<file path="config.mk">
export PLATFORM = sky130hd
export DESIGN_NAME = ram_arbiter
export DESIGN_NICKNAME = d
export VERILOG_FILES = /design/src/rtl/ram_arbiter_pkg.sv /design/src/rtl/ram_arbiter_rr_arb2.sv /design/src/rtl/ram_arbiter.sv
export SDC_FILE = /design/constraint.sdc
export NUM_CORES = 1
export LEC_CHECK = 0
export ABC_CLOCK_PERIOD_IN_PS = 1600
export CORE_MARGIN = 2
export CORE_UTILIZATION = 37
export DETAILED_ROUTE_END_ITERATION = 12
export PLACE_DENSITY = 0.77
export SETUP_SLACK_MARGIN = 0.4
export SYNTH_ARGS = -nofsm -noshare
export SYNTH_HDL_FRONTEND = slang
export SYNTH_SLANG_ARGS = --single-unit
</file>
<file path="constraint.sdc">
create_clock -name io_clk -period 1.6 [get_ports io_clk]
set_input_delay 0.32 -clock io_clk [delete_from_list [all_inputs] [get_ports io_clk]]
set_output_delay 0.32 -clock io_clk [all_outputs]
set_load 0.03 [all_outputs]
</file>
<file path="src/rtl/ram_arbiter_pkg.sv">
// Shared definitions for the two-port RAM arbiter: default widths and the
// encoding used to remember which port owned the RAM last.
package ram_arbiter_pkg;

    localparam int ADDR_W_DEF = 10;
    localparam int DATA_W_DEF = 32;

    // Port-select encoding; also the bit index of each port in req/gnt vectors.
    typedef enum logic {
        PORT_A = 1'b0,
        PORT_B = 1'b1
    } port_e;

endpackage : ram_arbiter_pkg

</file>
<file path="src/rtl/ram_arbiter_rr_arb2.sv">
// Two-way round-robin decision with a lock override for port B.
// Bit 0 of req/gnt is port A (instruction fetch), bit 1 is port B (data).
module rr_arb2
    import ram_arbiter_pkg::*;
(
    input  logic [1:0] req,
    input  port_e      last,
    input  logic       lock,
    output logic [1:0] gnt
);

    // Lock hands the RAM to B only; otherwise contention goes to the port
    // that did not win last, and a lone requester always wins.
    always_comb begin
        gnt = 2'b00;
        if (lock) begin
            gnt[1] = req[1];
        end else if (req == 2'b11) begin
            if (last == PORT_B) begin
                gnt[0] = 1'b1;
            end else begin
                gnt[1] = 1'b1;
            end
        end else begin
            gnt = req;
        end
    end

endmodule : rr_arb2

</file>
<file path="src/rtl/ram_arbiter.sv">
// Arbitrates instruction-fetch (A) and data (B) accesses onto one
// single-port RAM. Grants are combinational, one access per cycle, and
// read data returns registered one cycle after the grant.
module ram_arbiter
    import ram_arbiter_pkg::*;
#(
    parameter int ADDR_W = ADDR_W_DEF,
    parameter int DATA_W = DATA_W_DEF
) (
    input  logic              io_clk,
    input  logic              io_reset,

    input  logic              io_a_req,
    input  logic              io_a_we,
    input  logic [ADDR_W-1:0] io_a_addr,
    input  logic [DATA_W-1:0] io_a_wdata,
    output logic              io_a_gnt,
    output logic              io_a_rvalid,
    output logic [DATA_W-1:0] io_a_rdata,

    input  logic              io_b_req,
    input  logic              io_b_we,
    input  logic [ADDR_W-1:0] io_b_addr,
    input  logic [DATA_W-1:0] io_b_wdata,
    input  logic              io_b_lock,
    output logic              io_b_gnt,
    output logic              io_b_rvalid,
    output logic [DATA_W-1:0] io_b_rdata,

    output logic              io_ram_we,
    output logic [ADDR_W-1:0] io_ram_addr,
    output logic [DATA_W-1:0] io_ram_din,
    input  logic [DATA_W-1:0] io_ram_dout
);

    port_e             r_last_grant;
    logic              r_lock_active;
    logic [ADDR_W-1:0] r_ram_addr;
    logic [DATA_W-1:0] r_ram_din;

    logic              r_a_rvalid_p1;
    logic [DATA_W-1:0] r_a_rdata_p1;
    logic              r_b_rvalid_p1;
    logic [DATA_W-1:0] r_b_rdata_p1;

    logic [1:0]        w_req;
    logic [1:0]        w_gnt;
    logic              w_ram_we;
    logic [ADDR_W-1:0] w_ram_addr;
    logic [DATA_W-1:0] w_ram_din;

    // Requests are masked while reset is held so no grant or RAM write
    // can leak out during reset.
    assign w_req = {io_b_req & io_reset, io_a_req & io_reset};

    rr_arb2 u_rr_arb2 (
        .req  (w_req),
        .last (r_last_grant),
        .lock (r_lock_active),
        .gnt  (w_gnt)
    );

    assign io_a_gnt = w_gnt[0];
    assign io_b_gnt = w_gnt[1];

    // Steer the granted port onto the RAM; when idle, keep addr/din at the
    // last granted values so the RAM inputs do not toggle needlessly.
    always_comb begin
        w_ram_we   = 1'b0;
        w_ram_addr = r_ram_addr;
        w_ram_din  = r_ram_din;
        if (w_gnt[0]) begin
            w_ram_we   = io_a_we;
            w_ram_addr = io_a_addr;
            w_ram_din  = io_a_wdata;
        end else if (w_gnt[1]) begin
            w_ram_we   = io_b_we;
            w_ram_addr = io_b_addr;
            w_ram_din  = io_b_wdata;
        end
    end

    assign io_ram_we   = w_ram_we;
    assign io_ram_addr = w_ram_addr;
    assign io_ram_din  = w_ram_din;

    // Arbitration state: who won last, whether B holds the RAM for a
    // read-modify-write, and the held RAM address/data.
    always_ff @(posedge io_clk or negedge io_reset) begin
        if (!io_reset) begin
            r_last_grant  <= PORT_B;
            r_lock_active <= 1'b0;
            r_ram_addr    <= '0;
            r_ram_din     <= '0;
        end else begin
            if (w_gnt[0]) begin
                r_last_grant <= PORT_A;
            end else if (w_gnt[1]) begin
                r_last_grant <= PORT_B;
            end
            r_lock_active <= w_gnt[1] & io_b_lock;
            if (|w_gnt) begin
                r_ram_addr <= w_ram_addr;
                r_ram_din  <= w_ram_din;
            end
        end
    end

    // Access cycle -> response cycle: capture RAM read data for granted
    // reads and pulse rvalid for one cycle; writes leave rdata untouched.
    always_ff @(posedge io_clk or negedge io_reset) begin
        if (!io_reset) begin
            r_a_rvalid_p1 <= 1'b0;
            r_a_rdata_p1  <= '0;
            r_b_rvalid_p1 <= 1'b0;
            r_b_rdata_p1  <= '0;
        end else begin
            r_a_rvalid_p1 <= w_gnt[0] & ~io_a_we;
            r_b_rvalid_p1 <= w_gnt[1] & ~io_b_we;
            if (w_gnt[0] && !io_a_we) begin
                r_a_rdata_p1 <= io_ram_dout;
            end
            if (w_gnt[1] && !io_b_we) begin
                r_b_rdata_p1 <= io_ram_dout;
            end
        end
    end

    assign io_a_rvalid = r_a_rvalid_p1;
    assign io_a_rdata  = r_a_rdata_p1;
    assign io_b_rvalid = r_b_rvalid_p1;
    assign io_b_rdata  = r_b_rdata_p1;

endmodule : ram_arbiter

</file>
==> results of run 1 <==
-- kinds of logic after synthesis --
family,share of synthesized area [%]
AOI/OAI and AO/OA,17.5
DFF,56.1
buffers and inverters,4.48
and+or+nand+nor,7.31
muxes,14.7
-- state kept, by name (all words and copies together), names as in the netlist --
| register | cells |
|---|---|
| r_lock_active | 1 |
| r_ram_addr | 10 |
| r_ram_din | 32 |
| io_b_rvalid | 1 |
| io_a_rvalid | 1 |
| r_last_grant | 1 |
| io_a_rdata | 32 |
| io_b_rdata | 32 |
-- how the worst min path moves through the flow --
stage                         from  slack [ns]                         to  depth (start not counted)
after floorplan           io_reset        0.02  io_a_rdata[0]$_DFFE_PN0P_                          0
after global placement    io_reset        0.28  io_a_rdata[1]$_DFFE_PN0P_                          2
after detailed placement  io_reset        0.28  io_a_rdata[1]$_DFFE_PN0P_                          2
after CTS                 io_reset        0.13   r_ram_din[2]$_DFFE_PN0P_                          2
after global routing      io_reset        0.18   r_ram_din[1]$_DFFE_PN0P_                          2
final                     io_reset        0.14   r_ram_din[1]$_DFFE_PN0P_                          2
-- where the power goes --
part	total (mW)	internal, mW	switching (mW)
combinational	5.72	3.15	2.56
sequential	3.90	3.40	0.496
clock	2.10	1.07	1.03
total	11.7	7.63	4.09
-- layer usage --
layer | vias up | track usage (%)
li1 | 2157 | -
met1 | 2502 | 30.8
met2 | 217 | 43.5
met3 | 27 | 5.65
met4 | 0 | 9.60
met5 | - | 0
-- Yosys cell counts, types with 2 or more instances --
| cell type | instances |
|---|---|
| mux2_1 | 12 |
| clkbuf_1 | 11 |
| and3_1 | 44 |
| mux2_2 | 52 |
| nand3_1 | 2 |
| buf_6 | 9 |
| and2_1 | 2 |
| a221o_1 | 84 |
| dfrtp_1 | 109 |
| buf_2 | 14 |
-- cell type report --
cell class / count / share of cell area, %
clock buffer: 12 / 2.36
clock inverter: 4 / 0.337
multi-input combinational: 206 / 24.5
sequential: 110 / 27.5
tap: 176 / 2.20
timing repair buffer: 395 / 43.2
-- per-stage QoR --
step | instances | power, mW
floorplan | 351 | 6.32
global placement | 787 | 8.18
detailed placement | 787 | 8.26
CTS | 840 | 10.9
global route | 903 | 12.1
finish | 903 | 11.7
-- timing repair --
action	CTS	global route
setup buffers	25	55
pin swaps	13	9
cloned	11	8
resized for setup	323	286
hold buffers	1	0
hold endpoints to repair	3	0
setup endpoints to repair	285	284
-- worst max-delay path: stages, from the launching register on --
cell       delay, ns
dfrtp_1         0.42
nor2b_4         0.15
buf_6           0.12
o21ai_4         0.08
buf_12          0.15
clkbuf_16       0.17
a221o_2         0.36
buf_6           0.15
==> flow_metrics.tcl, run 1 <==
set metrics [dict create \
    status "complete, but fails checks" \
    violations "negative setup slack" \
    diodes 0 \
    p_per_area_nw_per_um2 1170 \
    place_ws_ns -1.06 \
    path_class "flip-flop to output pin" \
    seqCellArea_um2 2750 \
    grt_overflow_total 0 \
    gp_congestion 0.833 \
    met2RoutedLength_mm 10.8 \
    root_buffer "clkbuf_16" \
    cts_inserted_buffers 9 \
    rows 42 \
    post-route-util_pct 76.7 \
    grtUsageTotal_pct 25.2 \
    synthesis.area_um2 4910 \
    layout_commonest_cell "buf_6" \
    cp_data_required_time_ns 1.28 \
    setup-violations-final 145 \
    synth.distinct_cells 22 \
    multi_input_area_um2 2460 \
    reg2reg_depth 10 \
    setup_tns_ns -57.03 \
    first_pass_iters 4 \
    cp_max_fo 9 \
    cp.arrival_ns 1.94 \
    grt_pass1_vias 4968 \
    end_kind "output pin" \
    hold_class "primary input to asynchronous set/reset pin" \
    fmax_mhz 442 \
    min_period_over_period_pct 141 \
    crit_path_end "io_ram_din[27]" \
    r2r_slack_ns -0.46 \
    finish.net_count 845 \
    insertion_delay_ns 0.35 \
    finish.instance_area_um2 10000 \
    p_leak_nw 4.64 \
    totalWireLength_mm 20.7 \
    cts_max_level 3 \
    synthesis.instances 351 \
    crit_start "r_lock_active$_DFF_PN0_" \
    synth_flop_cell "dfrtp_1" \
    finalHoldViolCount 0 \
    drv_cap 0 \
    seq_area_frac_synth_pct 56.1 \
    layout_common_cells "buf_6, clkdlybuf4s50_1, dfrtp_1" \
    synth_seq_cells 110 \
    synth_edf_count 0 \
    dr.max_layer_used "met4" \
    cts_sinks 110 \
    start_util_pct 37.5 \
    viasPerCell 5.43 \
    antenna_found_initial 0 \
    grt_pass1_wl_mm 27.5 \
    antenna_left 0 \
    ctsLongestPathBuffers 2 \
    slew_headroom_pct 61.8 \
    async_reset_ff_share_pct 100 \
    io_buffers 233 \
    worstReg2RegStart "r_lock_active$_DFF_PN0_" \
    drtIter0Drc 387 \
    yosys_warnings 0 \
    dr_wl_met3_mm 1.19 \
    synthTopCellsByArea "dfrtp_1, a221o_1, mux2_2" \
    rsz0062_at_grt "true" \
    syn_to_final_growth_pct 104 \
    ir_drop_uv 644 \
    cts_tree "built" \
    fillers 740 \
    core_um2 13100 \
    drcViolationCount 0 \
    worst_pin_slew_ns 0.573 \
    clk_pin_slew_ns 0.07 \
    finalClockSkew_ns 0.00577 \
    routedLengthMet1_mm 8.24 \
    grt_max_degree 65 \
    final_max_slew_viol_count 0 \
    hold_ws_ns 0.137 \
    die_h_um 119 \
    drive_gt1_share_pct 60.4 \
    period_needed_ns 2.26 \
    wl_per_cell_um 22.9 \
    avgSynthCellArea_um2 14.0 \
    ioPinCount 234 \
    synth_top_area_share_pct 55.5 \
    dieArea_um2 14200 \
    dpl_cell_area_um2 8000 \
    reg2reg_to "io_a_rdata[11]$_DFFE_PN0P_" \
    dp_hpwl_mm 10.9 \
    worst_slack_ns -0.662 \
    synth_fp_nets 474 \
    critPathLaunchType "flip-flop" \
    dieWidth_um 119 \
    yosysTopAreaCell "dfrtp_1" \
    via_count 4903 \
]
Note: power is estimated with default switching activity, not from simulation.
==> run 2: changes to the inputs <==
Settings changed: MAX_ROUTING_LAYER from default to met4.
==> run 2 against run 1 <==
Die area is the same. Critical endpoint is now io_ram_din[25]. Cell area shrank 0.16%. First-iteration DRC count grew 7.2%. The run still ends with negative setup slack left. Core utilization shrank 0.12 points.
==> flow_metrics.tcl, run 2 (synthesis gave the netlist of run 1 again) <==
set metrics [dict create \
    status "complete, but fails checks" \
    violations "negative setup slack" \
    seqPwrFrac_pct 33.2 \
    p_total_mw 11.7 \
    first_pass_iters 4 \
    path_cells "nand3b_1, buf_6, buf_12, and3_1, a221o_2, buf_6" \
    antenna_left 0 \
    cp.depth 6 \
    diodes 0 \
    p_switching_mw 4.09 \
    viasPerCell 5.48 \
    crit_family "flip-flops" \
    end_kind "output pin" \
    internal-power_mw 7.62 \
    p_per_area_nw_per_um2 1170 \
    via_count 4948 \
    fmax_mhz 435 \
    r2r_slack_ns -0.44 \
    core_um2 13100 \
    cts_tree "built" \
    wl_per_cell_um 22.7 \
    grtUsageTotal_pct 25.9 \
    syn_to_final_growth_pct 104 \
    ioPinCount 234 \
    ctsLongestPathBuffers 2 \
    layout_commonest_cell "buf_6" \
    dieWidth_um 119 \
    cp_max_fo 22 \
    insertion_delay_ns 0.36 \
    path_buf_inv 3 \
    io_buffers 233 \
    max_stage_delay_ns 0.55 \
    antenna_found_initial 0 \
    hold_class "primary input to asynchronous set/reset pin" \
    die_h_um 119 \
    crit_slowest_cell "dfstp_2" \
    ir_drop_uv 621 \
    period_needed_ns 2.30 \
    p_leak_nw 4.64 \
    crit_path_end "io_ram_din[25]" \
    setup-violations-final 146 \
    critPathLaunchType "flip-flop" \
    cp_common_cell "buf_6" \
    layout_common_cells "buf_6, clkdlybuf4s50_1, dfrtp_1" \
    combPwrFrac_pct 48.8 \
    clkPwrFrac_pct 18.0 \
    slew_headroom_pct 61.9 \
    rsz0062_at_grt "true" \
    drv_cap 0 \
    reg2reg_depth 10 \
    finish.net_count 845 \
    cp.arrival_ns 1.98 \
    reg2reg_to "io_a_rdata[4]$_DFFE_PN0P_" \
    worstReg2RegStart "r_lock_active$_DFF_PN0_" \
    cp_data_required_time_ns 1.28 \
    clk_pin_slew_ns 0.07 \
    cts_inserted_buffers 9 \
    finalHoldViolCount 0 \
    worst_slack_ns -0.698 \
    cts_sinks 110 \
    drtIter0Drc 415 \
    drive_gt1_share_pct 60.4 \
    finalClockSkew_ns 0.00848 \
    worst_pin_slew_ns 0.572 \
    grt_overflow_total 0 \
    rows 42 \
    crit_start "r_last_grant$_DFFE_PN1P_" \
    start_util_pct 37.5 \
    totalWireLength_mm 20.5 \
    grt_max_degree 65 \
    dp_hpwl_mm 10.9 \
    gp_congestion 0.846 \
    root_buffer "clkbuf_16" \
    final_max_slew_viol_count 0 \
    dieArea_um2 14200 \
    drcViolationCount 0 \
    switching_share_pct 34.9 \
    grt_pass1_vias 4977 \
    min_period_over_period_pct 144 \
    cts_max_level 3 \
    setup_tns_ns -57.12 \
    grt_pass1_wl_mm 27.4 \
    path_class "flip-flop to output pin" \
]
[run 2: cell count changes in the layout (fill, tap and decap cells not counted)]
cell	delta
buf_12	-1
buf_6	-1
buf_4	+2
[run 2: area by class of cell]
type / count / area, µm²
repair buffers: 395 / 4310
fillers: 727 / 3070
flip-flops and latches: 110 / 2750
multi-input cells: 206 / 2460
clock buffers: 12 / 236
well taps: 176 / 220
clock inverters: 4 / 33.8
[run 2: stage by stage]
step	util [%]	cell area [µm²]	hold WS [ns]	setup WS [ns]	std cells
3_5_place_dp	61.1	8000	0.280	-1.06	787
5_1_grt	76.5	10000	0.175	-0.739	903
3_3_place_gp	61.1	8000	0.284	-1.04	787
4_1_cts	70.3	9190	0.129	-0.657	840
2_1_floorplan	-	5280	0.0244	-0.152	351
6_report	76.5	10000	0.133	-0.698	903
[run 2: per-layer routing]
layer,part of all wire [%],global-route usage [%],up-vias,wire (µm)
met5,0,-,-,0
met4,2.8,8.26,0,569
met3,7.1,6.47,43,1460
met2,52,43.5,249,10600
met1,38,30.8,2499,7810
li1,-,-,2157,-
[run 2: how the worst min path moves through the flow]
stage / from / to / slack [ns] / depth (start not counted)
2_1_floorplan: io_reset / io_a_rdata[0]$_DFFE_PN0P_ / 0.02 / 0
3_3_place_gp: io_reset / io_a_rdata[1]$_DFFE_PN0P_ / 0.28 / 2
3_5_place_dp: io_reset / io_a_rdata[1]$_DFFE_PN0P_ / 0.28 / 2
4_1_cts: io_reset / r_ram_din[2]$_DFFE_PN0P_ / 0.13 / 2
5_1_grt: io_reset / r_ram_din[1]$_DFFE_PN0P_ / 0.17 / 2
6_report: io_reset / r_ram_din[1]$_DFFE_PN0P_ / 0.13 / 2
[run 2: timing repair]
item                                    in CTS  in global routing
endpoints found under the setup margin     285                284
hold buffers                                 1                  0
gates cloned                                11                  8
buffers inserted                            25                 55
resized for setup                          323                285
endpoints found under the hold margin        3                  0
pin swaps                                   13                  9
[run 2: power by group through the flow]
stage	sequential, mW	clock (mW)	combinational (mW)
6_report	3.89	2.11	5.71
5_1_grt	3.95	2.26	5.92
4_1_cts	3.81	2.11	4.99
3_5_place_dp	3.82	0	4.44
3_3_place_gp	3.79	0	4.38
2_1_floorplan	4.62	0	1.70
[run 2: worst reg2reg max path, stage by stage (launching register included)]
cell and delay, ns:
dfrtp_1 0.41, nor2b_4 0.15, buf_6 0.13, buf_6 0.09
buf_6 0.08, buf_6 0.09, buf_6 0.08, and4b_4 0.34
buf_12 0.14, buf_16 0.13, mux2_4 0.31
